===== src/rtl/dac_serial_tx_multi_if.sv =====
// Sample hand-off bus between the equaliser output stage and the DAC serialiser.
// Carries NCH packed samples, the DAC power-down bits, and a valid/ready handshake.
//   master : sample producer (drives In_Data, In_Valid, Pd_Mode; reads In_Ready)
//   slave  : serialiser      (reads In_Data, In_Valid, Pd_Mode; drives In_Ready)
`timescale 1ns/1ps
interface dac_serial_tx_multi_if #(
    parameter int DATA_W = 12,
    parameter int NCH    = 2
);
    logic [NCH*DATA_W-1:0] In_Data;
    logic                  In_Valid;
    logic                  In_Ready;
    logic [1:0]            Pd_Mode;

    modport master (output In_Data, output In_Valid, output Pd_Mode, input In_Ready);
    modport slave  (input In_Data, input In_Valid, input Pd_Mode, output In_Ready);
endinterface


===== src/rtl/dac_serial_tx_multi.sv =====
// Multi-channel serialiser for SPI-style DACs (Pmod DA2 / DAC121S101 class).
// Generates a free-running Sclk and an active-low Sync shared by all channels and
// shifts NCH samples out MSB-first, one data line per channel. A one-deep holding
// buffer behind a valid/ready handshake decouples the producer from frame timing.
// Ports:
//   Clk, Rst    system clock, asynchronous active-high reset
//   in_bus      slave side of the sample bus (In_Data, In_Valid, In_Ready, Pd_Mode)
//   Sclk        serial clock; the DAC samples Data_Out on its falling edge
//   Sync        active-low frame enable
//   Data_Out    serial data, bit k carries channel k
//   Busy        frame in progress or holding buffer occupied
//   Frame_Done  one-Clk pulse on the cycle Sync returns high
`timescale 1ns/1ps
module dac_serial_tx_multi #(
    parameter int DATA_W  = 12,
    parameter int FRAME_W = 16,
    parameter int NCH     = 2,
    parameter int CLK_DIV = 4
) (
    input  logic                  Clk,
    input  logic                  Rst,
    dac_serial_tx_multi_if.slave  in_bus,
    output logic                  Sclk,
    output logic                  Sync,
    output logic [NCH-1:0]        Data_Out,
    output logic                  Busy,
    output logic                  Frame_Done
);
    localparam int DIV_W = (CLK_DIV > 1) ? $clog2(CLK_DIV) : 1;
    localparam int CNT_W = $clog2(FRAME_W);

    typedef enum logic [1:0] {
        ST_IDLE  = 2'd0,
        ST_SHIFT = 2'd1,
        ST_GAP   = 2'd2
    } state_t;

    // Frame word: zero pad, power-down bits, then the sample; the cast zero-extends.
    function automatic logic [FRAME_W-1:0] build_word(input logic [1:0] pd,
                                                      input logic [DATA_W-1:0] smp);
        build_word = FRAME_W'({pd, smp});
    endfunction

    logic [DIV_W-1:0]        div_r;
    logic                    sclk_r;
    state_t                  state_r;
    logic [CNT_W-1:0]        bit_cnt_r;
    logic [FRAME_W-1:0]      shreg_r [NCH];
    logic                    sync_r;
    logic [NCH-1:0]          data_out_r;
    logic                    done_r;
    logic                    busy_r;
    logic                    ready_r;
    logic                    buf_full_r;
    logic [NCH*DATA_W-1:0]   buf_data_r;
    logic [1:0]              buf_pd_r;

    logic                    div_wrap_s;
    logic                    rise_s;
    logic                    accept_s;
    logic                    drain_s;
    logic                    gap_end_s;
    logic                    buf_full_nx_s;
    logic                    busy_nx_s;
    logic [FRAME_W-1:0]      load_word_s [NCH];

    // Divider wrap and rise-event decode; a rise event is the wrap while Sclk is low.
    always_comb begin
        div_wrap_s = (div_r == DIV_W'(CLK_DIV - 1));
        rise_s     = div_wrap_s && !sclk_r;
    end

    // Handshake, buffer drain and next-cycle Busy.
    always_comb begin
        accept_s  = in_bus.In_Valid && ready_r;
        drain_s   = rise_s && (state_r == ST_IDLE) && buf_full_r;
        gap_end_s = rise_s && (state_r == ST_GAP);
        // A fresh accept wins over a simultaneous drain, so the buffer stays full.
        if (accept_s) begin
            buf_full_nx_s = 1'b1;
        end else if (drain_s) begin
            buf_full_nx_s = 1'b0;
        end else begin
            buf_full_nx_s = buf_full_r;
        end
        case (state_r)
            ST_IDLE:  busy_nx_s = drain_s || buf_full_nx_s;
            ST_SHIFT: busy_nx_s = 1'b1;
            ST_GAP:   busy_nx_s = !gap_end_s || buf_full_nx_s;
            default:  busy_nx_s = 1'b1;
        endcase
    end

    // Per-channel frame words built from the holding buffer.
    always_comb begin
        for (int k = 0; k < NCH; k++) begin
            load_word_s[k] = build_word(buf_pd_r, buf_data_r[k*DATA_W +: DATA_W]);
        end
    end

    // Free-running Sclk divider; Sclk idles high out of reset.
    always_ff @(posedge Clk or posedge Rst) begin
        if (Rst) begin
            div_r  <= '0;
            sclk_r <= 1'b1;
        end else if (div_wrap_s) begin
            div_r  <= '0;
            sclk_r <= ~sclk_r;
        end else begin
            div_r  <= div_r + DIV_W'(1);
        end
    end

    // Holding buffer, In_Ready and Busy registers.
    always_ff @(posedge Clk or posedge Rst) begin
        if (Rst) begin
            buf_full_r <= 1'b0;
            buf_data_r <= '0;
            buf_pd_r   <= 2'b00;
            ready_r    <= 1'b0;
            busy_r     <= 1'b0;
        end else begin
            if (accept_s) begin
                buf_data_r <= in_bus.In_Data;
                buf_pd_r   <= in_bus.Pd_Mode;
            end
            buf_full_r <= buf_full_nx_s;
            ready_r    <= !buf_full_nx_s;
            busy_r     <= busy_nx_s;
        end
    end

    // Frame state machine; Sync, Data_Out and state move only on rise events.
    always_ff @(posedge Clk or posedge Rst) begin
        if (Rst) begin
            state_r    <= ST_IDLE;
            bit_cnt_r  <= '0;
            sync_r     <= 1'b1;
            data_out_r <= '0;
            done_r     <= 1'b0;
            for (int k = 0; k < NCH; k++) begin
                shreg_r[k] <= '0;
            end
        end else begin
            done_r <= 1'b0;
            if (rise_s) begin
                case (state_r)
                    ST_IDLE: begin
                        if (buf_full_r) begin
                            // Present the MSB now; the register holds the remaining bits.
                            for (int k = 0; k < NCH; k++) begin
                                data_out_r[k] <= load_word_s[k][FRAME_W-1];
                                shreg_r[k]    <= {load_word_s[k][FRAME_W-2:0], 1'b0};
                            end
                            sync_r    <= 1'b0;
                            bit_cnt_r <= CNT_W'(FRAME_W - 1);
                            state_r   <= ST_SHIFT;
                        end
                    end
                    ST_SHIFT: begin
                        if (bit_cnt_r != '0) begin
                            for (int k = 0; k < NCH; k++) begin
                                data_out_r[k] <= shreg_r[k][FRAME_W-1];
                                shreg_r[k]    <= {shreg_r[k][FRAME_W-2:0], 1'b0};
                            end
                            bit_cnt_r <= bit_cnt_r - CNT_W'(1);
                        end else begin
                            // Bit 0 has been held a full period: close the frame.
                            sync_r     <= 1'b1;
                            data_out_r <= '0;
                            done_r     <= 1'b1;
                            state_r    <= ST_GAP;
                        end
                    end
                    ST_GAP: begin
                        state_r <= ST_IDLE;
                    end
                    default: begin
                        state_r <= ST_IDLE;
                    end
                endcase
            end
        end
    end

    assign in_bus.In_Ready = ready_r;
    assign Sclk            = sclk_r;
    assign Sync            = sync_r;
    assign Data_Out        = data_out_r;
    assign Busy            = busy_r;
    assign Frame_Done      = done_r;

endmodule


===== src/flat_wrapper.sv =====
// flat-port wrapper written by rule: the top's interface ports become plain ports
module dac_serial_tx_multi_flat 
#(
    parameter int DATA_W  = 12,
    parameter int FRAME_W = 16,
    parameter int NCH     = 2,
    parameter int CLK_DIV = 4
)
  (Clk, Rst, Sclk, Sync, Data_Out, Busy, Frame_Done, in_bus_In_Data, in_bus_In_Valid, in_bus_Pd_Mode, in_bus_In_Ready);
  dac_serial_tx_multi_if #(.DATA_W(DATA_W), .NCH(NCH)) in_bus_i ();
  input  logic Clk;
  input  logic Rst;
  output logic Sclk;
  output logic Sync;
  output logic [NCH-1:0] Data_Out;
  output logic Busy;
  output logic Frame_Done;
  input wire logic [$bits(in_bus_i.In_Data)-1:0] in_bus_In_Data;
  input wire logic [$bits(in_bus_i.In_Valid)-1:0] in_bus_In_Valid;
  input wire logic [$bits(in_bus_i.Pd_Mode)-1:0] in_bus_Pd_Mode;
  output wire logic [$bits(in_bus_i.In_Ready)-1:0] in_bus_In_Ready;
  assign in_bus_i.In_Data = in_bus_In_Data;
  assign in_bus_i.In_Valid = in_bus_In_Valid;
  assign in_bus_i.Pd_Mode = in_bus_Pd_Mode;
  assign in_bus_In_Ready = in_bus_i.In_Ready;
  dac_serial_tx_multi #(.DATA_W(DATA_W), .FRAME_W(FRAME_W), .NCH(NCH), .CLK_DIV(CLK_DIV)) u_core (.Clk(Clk), .Rst(Rst), .in_bus(in_bus_i), .Sclk(Sclk), .Sync(Sync), .Data_Out(Data_Out), .Busy(Busy), .Frame_Done(Frame_Done));
endmodule

===== config.mk =====
export PLATFORM = sky130hd
export DESIGN_NAME = dac_serial_tx_multi_flat
export DESIGN_NICKNAME = d
export VERILOG_FILES = /design/src/rtl/dac_serial_tx_multi_if.sv /design/src/rtl/dac_serial_tx_multi.sv /design/src/flat_wrapper.sv
export SDC_FILE = /design/constraint.sdc
export NUM_CORES = 1
export LEC_CHECK = 0
export CORE_MARGIN = 5
export CORE_UTILIZATION = 35
export CTS_CLUSTER_SIZE = 8
export DETAILED_ROUTE_END_ITERATION = 8
export PLACE_DENSITY = 0.66
export SLEW_MARGIN = 10
export SYNTH_ARGS = -nofsm -noshare
export SYNTH_HDL_FRONTEND = slang
export SYNTH_SLANG_ARGS = --single-unit

===== constraint.sdc =====
create_clock -name Clk -period 2.6 [get_ports Clk]
set_clock_uncertainty 0.2 [all_clocks]
set_input_delay 0.52 -clock Clk [delete_from_list [all_inputs] [get_ports Clk]]
set_output_delay 0.52 -clock Clk [all_outputs]
set_load 0.01 [all_outputs]

# Word-level counts from Yosys, hierarchy flattened
# Cells that the tools add are included.
[word_totals] ff_bits=74 out_inout_bits=7 word_cells=62
[classes] mux=22 n_reduce_logical=17 addsub=2 bitwise=1 eq_ne=6
[op_table] operator="$mux 32" count=2
[op_table] operator="$pmux 32 s2" count=1
[op_table] operator="$mux 2" count=5
[op_table] operator="$mux 4" count=2
[op_table] operator="$pmux 2 s2" count=2
[op_table] operator="$pmux 4 s2" count=1
[op_table] operator="$reduce_and 4->1" count=2
[op_table] operator="$mux 1" count=7
[op_table] operator="$reduce_and 3->1" count=2
[op_table] operator="$logic_and 1x1->1" count=5
[op_table] operator="$eq 2x2->1 const B" count=2
[op_table] operator="$ne 2x1->1 const B" count=2
[op_table] operator="$pmux 1 s2" count=2
[op_table] operator="$reduce_bool 4->1" count=1
[op_table] operator="$sub 4x1->4 const B" count=1
[op_table] operator="$logic_not 1->1" count=3
[op_table] operator="$add 2x1->2 const B" count=1
[op_table] operator="$eq 2x1->1 const B" count=1
[op_table] operator="$logic_not 2->1" count=1
[op_table] operator="$logic_or 1x1->1" count=2
[op_table] operator="$ne 2x2->1 const B" count=1
[op_table] operator="$reduce_bool 2->1" count=1
[op_table] operator="$not 1->1" count=1

# Logic depth before layout (Yosys ltp)
# Gate-level depths: netlist of run 1.
[logic_depth] ltp_word=8 ltp_mapped=6

# Least setup slack after synthesis of run 1
# No wires, ideal clock.
[synth_timing] path_kind="register to register" from="register u_core.bit_cnt_r[0]" to="register u_core.shreg_r[10] in the netlist's numbering" setup_ns=0.125 setup_slack_ns=0.394 arrival_time_ns=1.882 required_time_ns=2.275 n_path_buf=1 period_less_slack_ns=2.206 path_stages_with_launch=7 cell_sequence="dfrtp_1 -> inv_1 -> ha_1 -> nor3b_2 -> a2111oi_4 -> buf_6 -> mux2_2"
[synth_between] elab_chain_len=3
[synth_lines] item="from (decl)" line="dac_serial_tx_multi.sv:47" rtl="logic [CNT_W-1:0] bit_cnt_r;"
[synth_lines] item="from (signal assigned)" line="dac_serial_tx_multi.sv:156" rtl="bit_cnt_r <= CNT_W'(FRAME_W - 1);"
[synth_lines] item="from (signal assigned)" line="dac_serial_tx_multi.sv:166" rtl="bit_cnt_r <= bit_cnt_r - CNT_W'(1);"
[synth_lines] item="$reduce_bool 4->1" line="dac_serial_tx_multi.sv:161" rtl="if (bit_cnt_r != '0) begin"
[synth_lines] item="$ne 2x1->1 (no line)"
[synth_lines] item="$reduce_and 4->1 (no line)"
[synth_lines] item="to (signal, indexed assignment)" line="dac_serial_tx_multi.sv:153" rtl="shreg_r[k] <= {load_word_s[k][FRAME_W-2:0], 1'b0};"
[synth_lines] item="to (signal, indexed assignment)" line="dac_serial_tx_multi.sv:164" rtl="shreg_r[k] <= {shreg_r[k][FRAME_W-2:0], 1'b0};"
[synth_lines] item="to (decl)" line="dac_serial_tx_multi.sv:48" rtl="logic [FRAME_W-1:0] shreg_r [NCH];"
# No other way between the ends.
# A chain may end at the register's enable or synchronous reset.

# Final worst setup path of run 1
[layout_timing] from="register u_core.sclk_r, in the netlist u_core.Sclk" to="output Sclk"
[layout_rtl] item="from (decl)" line="dac_serial_tx_multi.sv:45" rtl="logic sclk_r;"
[layout_rtl] item="from (signal assigned)" line="dac_serial_tx_multi.sv:108" rtl="sclk_r <= ~sclk_r;"
[layout_rtl] item="to (decl)" line="flat_wrapper.sv:13" rtl="output logic Sclk;"
# No word-level cell between the ends.

==> results of run 1 <==
## cells by family after synthesis
logic type / synth area share, %
AO/OA/AOI/OAI: 5.639
flip-flops: 58.07
multiplexers: 28.59
XOR/XNOR: 0.2820
AND/OR/NAND/NOR: 3.907
adder cells (fa/ha/maj): 0.8053
buffers and inverters: 2.698
## per-layer routing
metal	GRT usage, %	up-vias	share of wire (%)	wire (um)
li1	-	842	-	-
met1	13.53	903	48	2470
met2	15.03	30	47	2407
met3	3.352	7	4.0	209
met4	4.440	0	1.5	76
met5	0	-	0	0
## synthesized netlist by cell type, types with 2 or more instances
| master | instances |
|---|---|
| a22o_1 | 7 |
| buf_2 | 4 |
| buf_6 | 2 |
| clkbuf_1 | 3 |
| dfrtp_1 | 70 |
| dfstp_2 | 2 |
| ha_1 | 2 |
| inv_1 | 6 |
| mux2_2 | 78 |
| nand2_1 | 4 |
| nand2b_1 | 2 |
| nand3_1 | 2 |
| nor2_1 | 2 |
| nor2b_1 | 2 |
| nor4b_1 | 2 |
| o21ai_0 | 3 |
| or3_1 | 2 |
## layout make-up
type | instances | area (sq um)
fillers | 848 | 4878
flip-flops and latches | 72 | 1804
multi-input cells | 122 | 1219
repair buffers | 41 | 420.4
clock buffers | 13 | 158.9
well taps | 108 | 135.1
clock inverters | 3 | 40.04
inverters | 6 | 22.52
## cell usage in the layout, fill, tap and decap left out, drive strengths merged, types with 2 or more instances in the layout
cell type,n
a2111oi,2
a22o,7
buf,6
clkbuf,13
clkdlybuf4s50,35
clkinv,2
dfrtp,70
dfstp,2
ha,2
inv,6
mux2,78
nand2,4
nand2b,2
nand3,2
nor2,3
nor2b,2
nor4b,2
o21ai,3
or3,2
## per-stage QoR
step	power, mW	hold WS, ps	setup slack [ps]	instance area [sq um]	cells
after floorplan	2.655	209.9	58.39	3107	210
after global placement	2.932	219.5	503.3	3601	349
after detailed placement	2.976	227.1	455.4	3601	349
after CTS	3.882	238.3	404.5	3800	365
after global routing	4.070	265.4	355.2	3800	365
final	3.814	235.4	439.8	3800	365
## power breakdown
| part | leakage, nW | switching, mW | internal [mW] |
|---|---|---|---|
| clock network | 0.103 | 0.390 | 0.494 |
| logic | 0.664 | 0.333 | 0.709 |
| registers | 0.860 | 0.284 | 1.60 |
## state kept, by name, summed over array words and instances, names as in the netlist, 2 cells and up
register,cells
u_core.state_r,2
u_core.Data_Out,2
u_core.bit_cnt_r,4
u_core.buf_data_r,24
u_core.shreg_r,30
u_core.div_r,2
u_core.buf_pd_r,2
## worst min-delay path by stage
stage                      endpoint  slack [ps]  cells after the start
finish              u_core.div_r[0]         240                      1
CTS                 u_core.div_r[0]         240                      1
detailed placement  u_core.div_r[0]         230                      1
global route        u_core.div_r[0]         270                      1
floorplan           u_core.div_r[0]         210                      1
global placement    u_core.div_r[0]         220                      1
==> summary.txt, run 1 <==
Route
  – Residual DRC: 0
  – Via count: between 1.5k and 2k
  – Routed wire length: 5.165 mm
  – Via density: 4.882
  – Number of iterations in the first detailed-routing pass: 4
  – 1st-iter DRT viols: 45
  – Number of antenna-violating nets in the routed design: 0
  – Average wire length per cell after detail routing: 14.15 um

Critical path
  – Critical Path, Cell by Cell: clkdlybuf4s50_1
  – Startpoint of the worst register-to-register path: u_core.bit_cnt_r[0]
  – Worst path max stage delay: 570 ps
  – Endpoint required time on the critical path: around 1900 ps
  – Worst path slowest cell: dfstp_2
  – Worst setup startpoint: u_core.Sclk
  – CP delay by family, top: flip-flops
  – CP startpoint kind: register
  – Path depth of the worst reg2reg path: 6
  – Crit path capture type: primary output
  – Worst reg2reg endpoint: u_core.shreg_r[23]
  – Slack of the worst reg-to-reg path: 460 ps
  – Number of gates on the worst path with buffers counted: 1
  – Endpoint of the worst setup timing path: Sclk
  – Crit Path Class: reg -> out
  – Arrival time of the worst setup path: 1440 ps
  – Maximum net fanout on the critical path: 4
  – Buffer and inverter count on the worst path: 1

Final layout
  – Area grow syn2layout: 22.31%
  – Layout cell share with drive strength beyond 1: 40.86%
  – Final nets: 283
  – Ant diodes: 0
  – Utilization after layout: 43.79%

Timing
  – Setup repair after global routing missed its margin: no
  – Upper clock frequency limit: 462.9 MHz
  – Relative max-transition margin: 65.26%
  – Transition at the pin with the smallest max-transition slack: 521.1 ps
  – Setup TNS after final layout: 0 ps
  – Period utilisation layout: just over 80%
  – Final Critical Period: 2160 ps
  – Fin. max-slew vios: 0
  – Number of endpoints failing setup at the final stage: 0
  – Final hold viol count: 0

Clock network
  – Clock tree root buffer cell: clkbuf_8
  – Number of buffers added to fix hold violations after cts: 0
  – Insertion delay of the later-clocked pin in the worst-skew pair: between 300 and 400 ps
  – Resize count post-CTS: 0
  – Depth of the CTS H-tree: 3
  – Clk pin slew, worst setup/hold paths: about 70 ps
  – CTS buffer count: 9
  – Clock tree from TritonCTS: yes
  – Setup repair bufs after CTS: 0
  – Clock sink total: 72
  – Max clock buf depth: 2

Logic synthesis
  – Mapped Cells: 210
  – Total of warnings raised by yosys: 0
  – Leading area contributor after synthesis: dfrtp_1
  – Share of the yosys chip area belonging to registers: 58.07%
  – Share of Yosys cell area claimed by the top area cell type: a little under three fifths
  – Post-synth EDFFs: 0
  – Top cells by area, synth: dfrtp_1 (56%), mux2_2 (28%), a22o_1 (2.0%)
  – Fraction of registers with async set/reset: 100.0%
  – Count of different cell masters after synthesis: 34
  – Most used flip-flop cell after synthesis: dfrtp_1
  – Total nets after synthesis: 241
  – Mean Syn Cell Area: 14.79 sq um
  – Flip-flop and latch count after synthesis: 72
  – Synthesized cell area: between 3000 and 4000 sq um

Power and ir drop
  – Leakage power figure: 1.627 nW
  – PD cells: 1004 nW/um^2
  – Max IR drop VDD: between 0.4 and 0.5 mV

Placement
  – Gp weighted congestion: 0.7311
  – HPWL after detailed placement: 3.500 mm
  – Count of buffers inserted at the top-level ports: 35

GRT
  – Pin count of the biggest net entering global routing: 73
  – Via count of the first global-routing pass: around 1.9k
  – Number of antenna violations at the first check in global routing: 0
  – Wire length of the first global-routing pass: 8.963 mm
  – Total global-route track usage: 10.15%
  – Total gr overflow: 0

Die
  – Area enclosed by the die boundary: roughly 11000 sq um
  – Row cnt: 34
  – Total core area: just under 9000 sq um
  – Top-Level Pins: 36
  – Overall die width: 104.2 um
  – Starting density of the core: between 30% and 40%
  – Floorplan die height: 104.2 um

Flow run
  – Count of max-cap constraint violations: 0

Worst hold path
  – Class of the tightest hold or removal check: reg -> reg
  – Hold path startpoint: u_core.div_r[0]

Status
  – Result of the run: finished clean
(Power assumes the default switching activity.)
==> run 2, diff against run 1 <==
Settings changed: PLACE_DENSITY 0.66 to 0.64.
Clock period 2.6 ns to 2 ns, I/O delays scaled along.
==> summary.txt, run 2 (synthesis gave the netlist of run 1 again) <==
Worst hold path
  – Class of the tightest hold or removal check: in -> async

Final layout
  – Layout cell share with drive strength beyond 1: 45.59%
  – Most frequent cells in the layout: dfrtp_1 (70), mux2_2 (60), clkdlybuf4s50_1 (33), mux2_4 (18)
  – Leading cell type in the layout, fill and taps excluded: dfrtp_1
  – Max reg flops: 30
  – Post-route cell area: 4099 sq um
  – Ant diodes: 0
  – Final nets: 298
  – Register with the highest flop count: u_core.shreg_r
  – Largest registers ranked by flip-flop count: u_core.shreg_r: 30 flops, u_core.buf_data_r: 24 flops, u_core.bit_cnt_r: 4 flops
  – Area grow syn2layout: 31.94%

Route
  – Via count: 1853
  – Via density: 4.876
  – 1st-iter DRT viols: 57
  – Routed wire length: 5.756 mm
  – Average wire length per cell after detail routing: 15.15 um
  – Number of antenna-violating nets in the routed design: 0
  – Number of iterations in the first detailed-routing pass: 4
  – Residual DRC: 0

Clock network
  – Insertion delay of the later-clocked pin in the worst-skew pair: approximately 350 ps
  – Clock tree root buffer cell: clkbuf_8
  – Clock sink total: 72
  – CTS buffer count: 9
  – Clock tree from TritonCTS: yes
  – Max clock buf depth: 2
  – Depth of the CTS H-tree: 3
  – Number of buffers added to fix hold violations after cts: 0
  – Clk pin slew, worst setup/hold paths: 70 ps

GRT
  – Total gr overflow: 0
  – Wire length of the first global-routing pass: 9.701 mm
  – Pin count of the biggest net entering global routing: 32
  – Number of antenna violations at the first check in global routing: 0
  – Total global-route track usage: 11.17%
  – Via count of the first global-routing pass: slightly below 2k

Timing
  – Period utilisation layout: 103.3%
  – Setup repair after global routing missed its margin: yes
  – Relative max-transition margin: 78.28%
  – Final Critical Period: 2065 ps
  – Final hold viol count: 0
  – Upper clock frequency limit: approximately 480 MHz
  – Smallest setup slack after layout: -65.28 ps
  – Number of endpoints failing setup at the final stage: 26
  – Worst Hold Slack: 166.5 ps
  – Transition at the pin with the smallest max-transition slack: around 330 ps
  – Fin. max-slew vios: 0

Die
  – Overall die width: around 100 um
  – Row cnt: 34
  – Total core area: 8678 sq um
  – Starting density of the core: 35.80%
  – Top-Level Pins: 36
  – Area enclosed by the die boundary: 10860 sq um
  – Floorplan die height: 104.2 um

Power and ir drop
  – PD cells: approximately 1300 nW/um^2
  – Max IR drop VDD: ~0.7 mV
  – Clk pwr share: 21.9%
  – Leakage power figure: ~1.8 nW
  – Portion of total power attributed to sequential cells: 46.8%
  – Combinational cell fraction of total power: 31.3%
  – Internal power: 3.865 mW
  – Fraction of power spent switching nets: 26.46%
  – NetSw: 1.391 mW

Critical path
  – CP delay by family, top: buffers and inverters
  – Path depth of the worst reg2reg path: 7
  – Endpoint required time on the critical path: between 2000 and 2500 ps
  – Critical Path, Cell by Cell: inv_2, ha_4, nor3b_4, a2111oi_4, buf_6, buf_6, mux2_2
  – Number of gates on the worst path with buffers counted: 7
  – Maximum net fanout on the critical path: 6
  – Most frequent CP cell: buf_6
  – Slack of the worst reg-to-reg path: -70 ps
  – CP startpoint kind: register
  – Crit Path Class: reg -> reg
  – Crit path capture type: register
  – Startpoint of the worst register-to-register path: u_core.bit_cnt_r[0]
  – Worst path slowest cell: dfrtp_1
  – Worst path max stage delay: 360 ps
  – Arrival time of the worst setup path: 2100 ps
  – Buffer and inverter count on the worst path: 3
  – Worst reg2reg endpoint: u_core.shreg_r[3]

Flow run
  – Count of max-cap constraint violations: 0

Placement
  – Worst setup slack after placement: -10.64 ps
  – Count of buffers inserted at the top-level ports: 35
  – Gp weighted congestion: 0.8497
  – Cell area reported after detailed placement: around 3700 sq um
  – HPWL after detailed placement: 3.731 mm

Status
  – Result of the run: finished with violations
  – Violations in the final reports: setup timing
## run 2: cell types whose count changed in the layout (fill, tap and decap cells not counted), sizes merged
cell,delta
buf,+13
clkbuf,+2
clkdlybuf4s50,-2
clkinvlp,+1
dlygate4sd2,+2
inv,-1
## run 2: layer usage
layer	part of all wire, %	track usage (%)	vias to the layer above
met4	2.0	5.273	0
met5	0	0	-
li1	-	-	871
met3	4.2	4.469	9
met2	47	16.76	35
met1	46	14.03	938
## run 2: timing repair
item / CTS / global route
gates cloned: 0 / 3
setup endpoints to repair: 28 / 33
pin swaps: 0 / 3
buffers inserted: 0 / 3
gates resized for setup: 2 / 24
## run 2: final cells by class
| type | instances | area (sq um) |
|---|---|---|
| Sequential cell | 72 | 1804 |
| Tap cell | 108 | 135.1 |
| Timing Repair Buffer | 56 | 623.1 |
| Inverter | 6 | 26.28 |
| Clock buffer | 13 | 158.9 |
| Fill cell | 806 | 4579 |
| Multi-Input combinational cell | 122 | 1311 |
| Clock inverter | 3 | 40.04 |
## run 2: worst reg2reg max path: cells and delay by family, from the launching register on
| kind | cells | cell delay, ps |
|---|---|---|
| flip-flops | 1 | 360 |
| buffers and inverters | 3 | 400 |
| AO/OA/AOI/OAI | 1 | 360 |
| multiplexers | 1 | 330 |
| adder cells (fa/ha/maj) | 1 | 160 |
| AND/OR/NAND/NOR | 1 | 160 |
## run 2: worst max-delay path by stage
stage	startpoint	to	slack, ps
after global routing	u_core.bit_cnt_r[1]	u_core.shreg_r[9]	-120
after detailed placement	u_core.bit_cnt_r[0]	u_core.shreg_r[22]	-10
after CTS	u_core.bit_cnt_r[0]	u_core.shreg_r[14]	-40
after floorplan	u_core.bit_cnt_r[1]	u_core.shreg_r[10]	-90
final	u_core.bit_cnt_r[0]	u_core.shreg_r[3]	-70
after global placement	u_core.bit_cnt_r[0]	u_core.shreg_r[6]	20
## run 2: power by group through the flow
stage | registers (mW) | clock network [mW] | logic, mW
after global routing | 2.55 | 1.27 | 1.80
final | 2.46 | 1.15 | 1.64
after detailed placement | 2.48 | 0 | 1.49
after floorplan | 2.35 | 0 | 1.12
after CTS | 2.46 | 1.20 | 1.50
after global placement | 2.46 | 0 | 1.45
## run 2: metrics by stage
| step | instances | setup TNS (ps) | total power, mW | util [%] |
|---|---|---|---|---|
| after global placement | 358 | 0 | 3.911 | 42.99 |
| after CTS | 374 | -661.4 | 5.152 | 45.26 |
| after global routing | 380 | -2754 | 5.612 | 47.23 |
| final | 380 | -1277 | 5.255 | 47.23 |
| after floorplan | 210 | -1868 | 3.466 | - |
| after detailed placement | 358 | -64.52 | 3.971 | 42.99 |
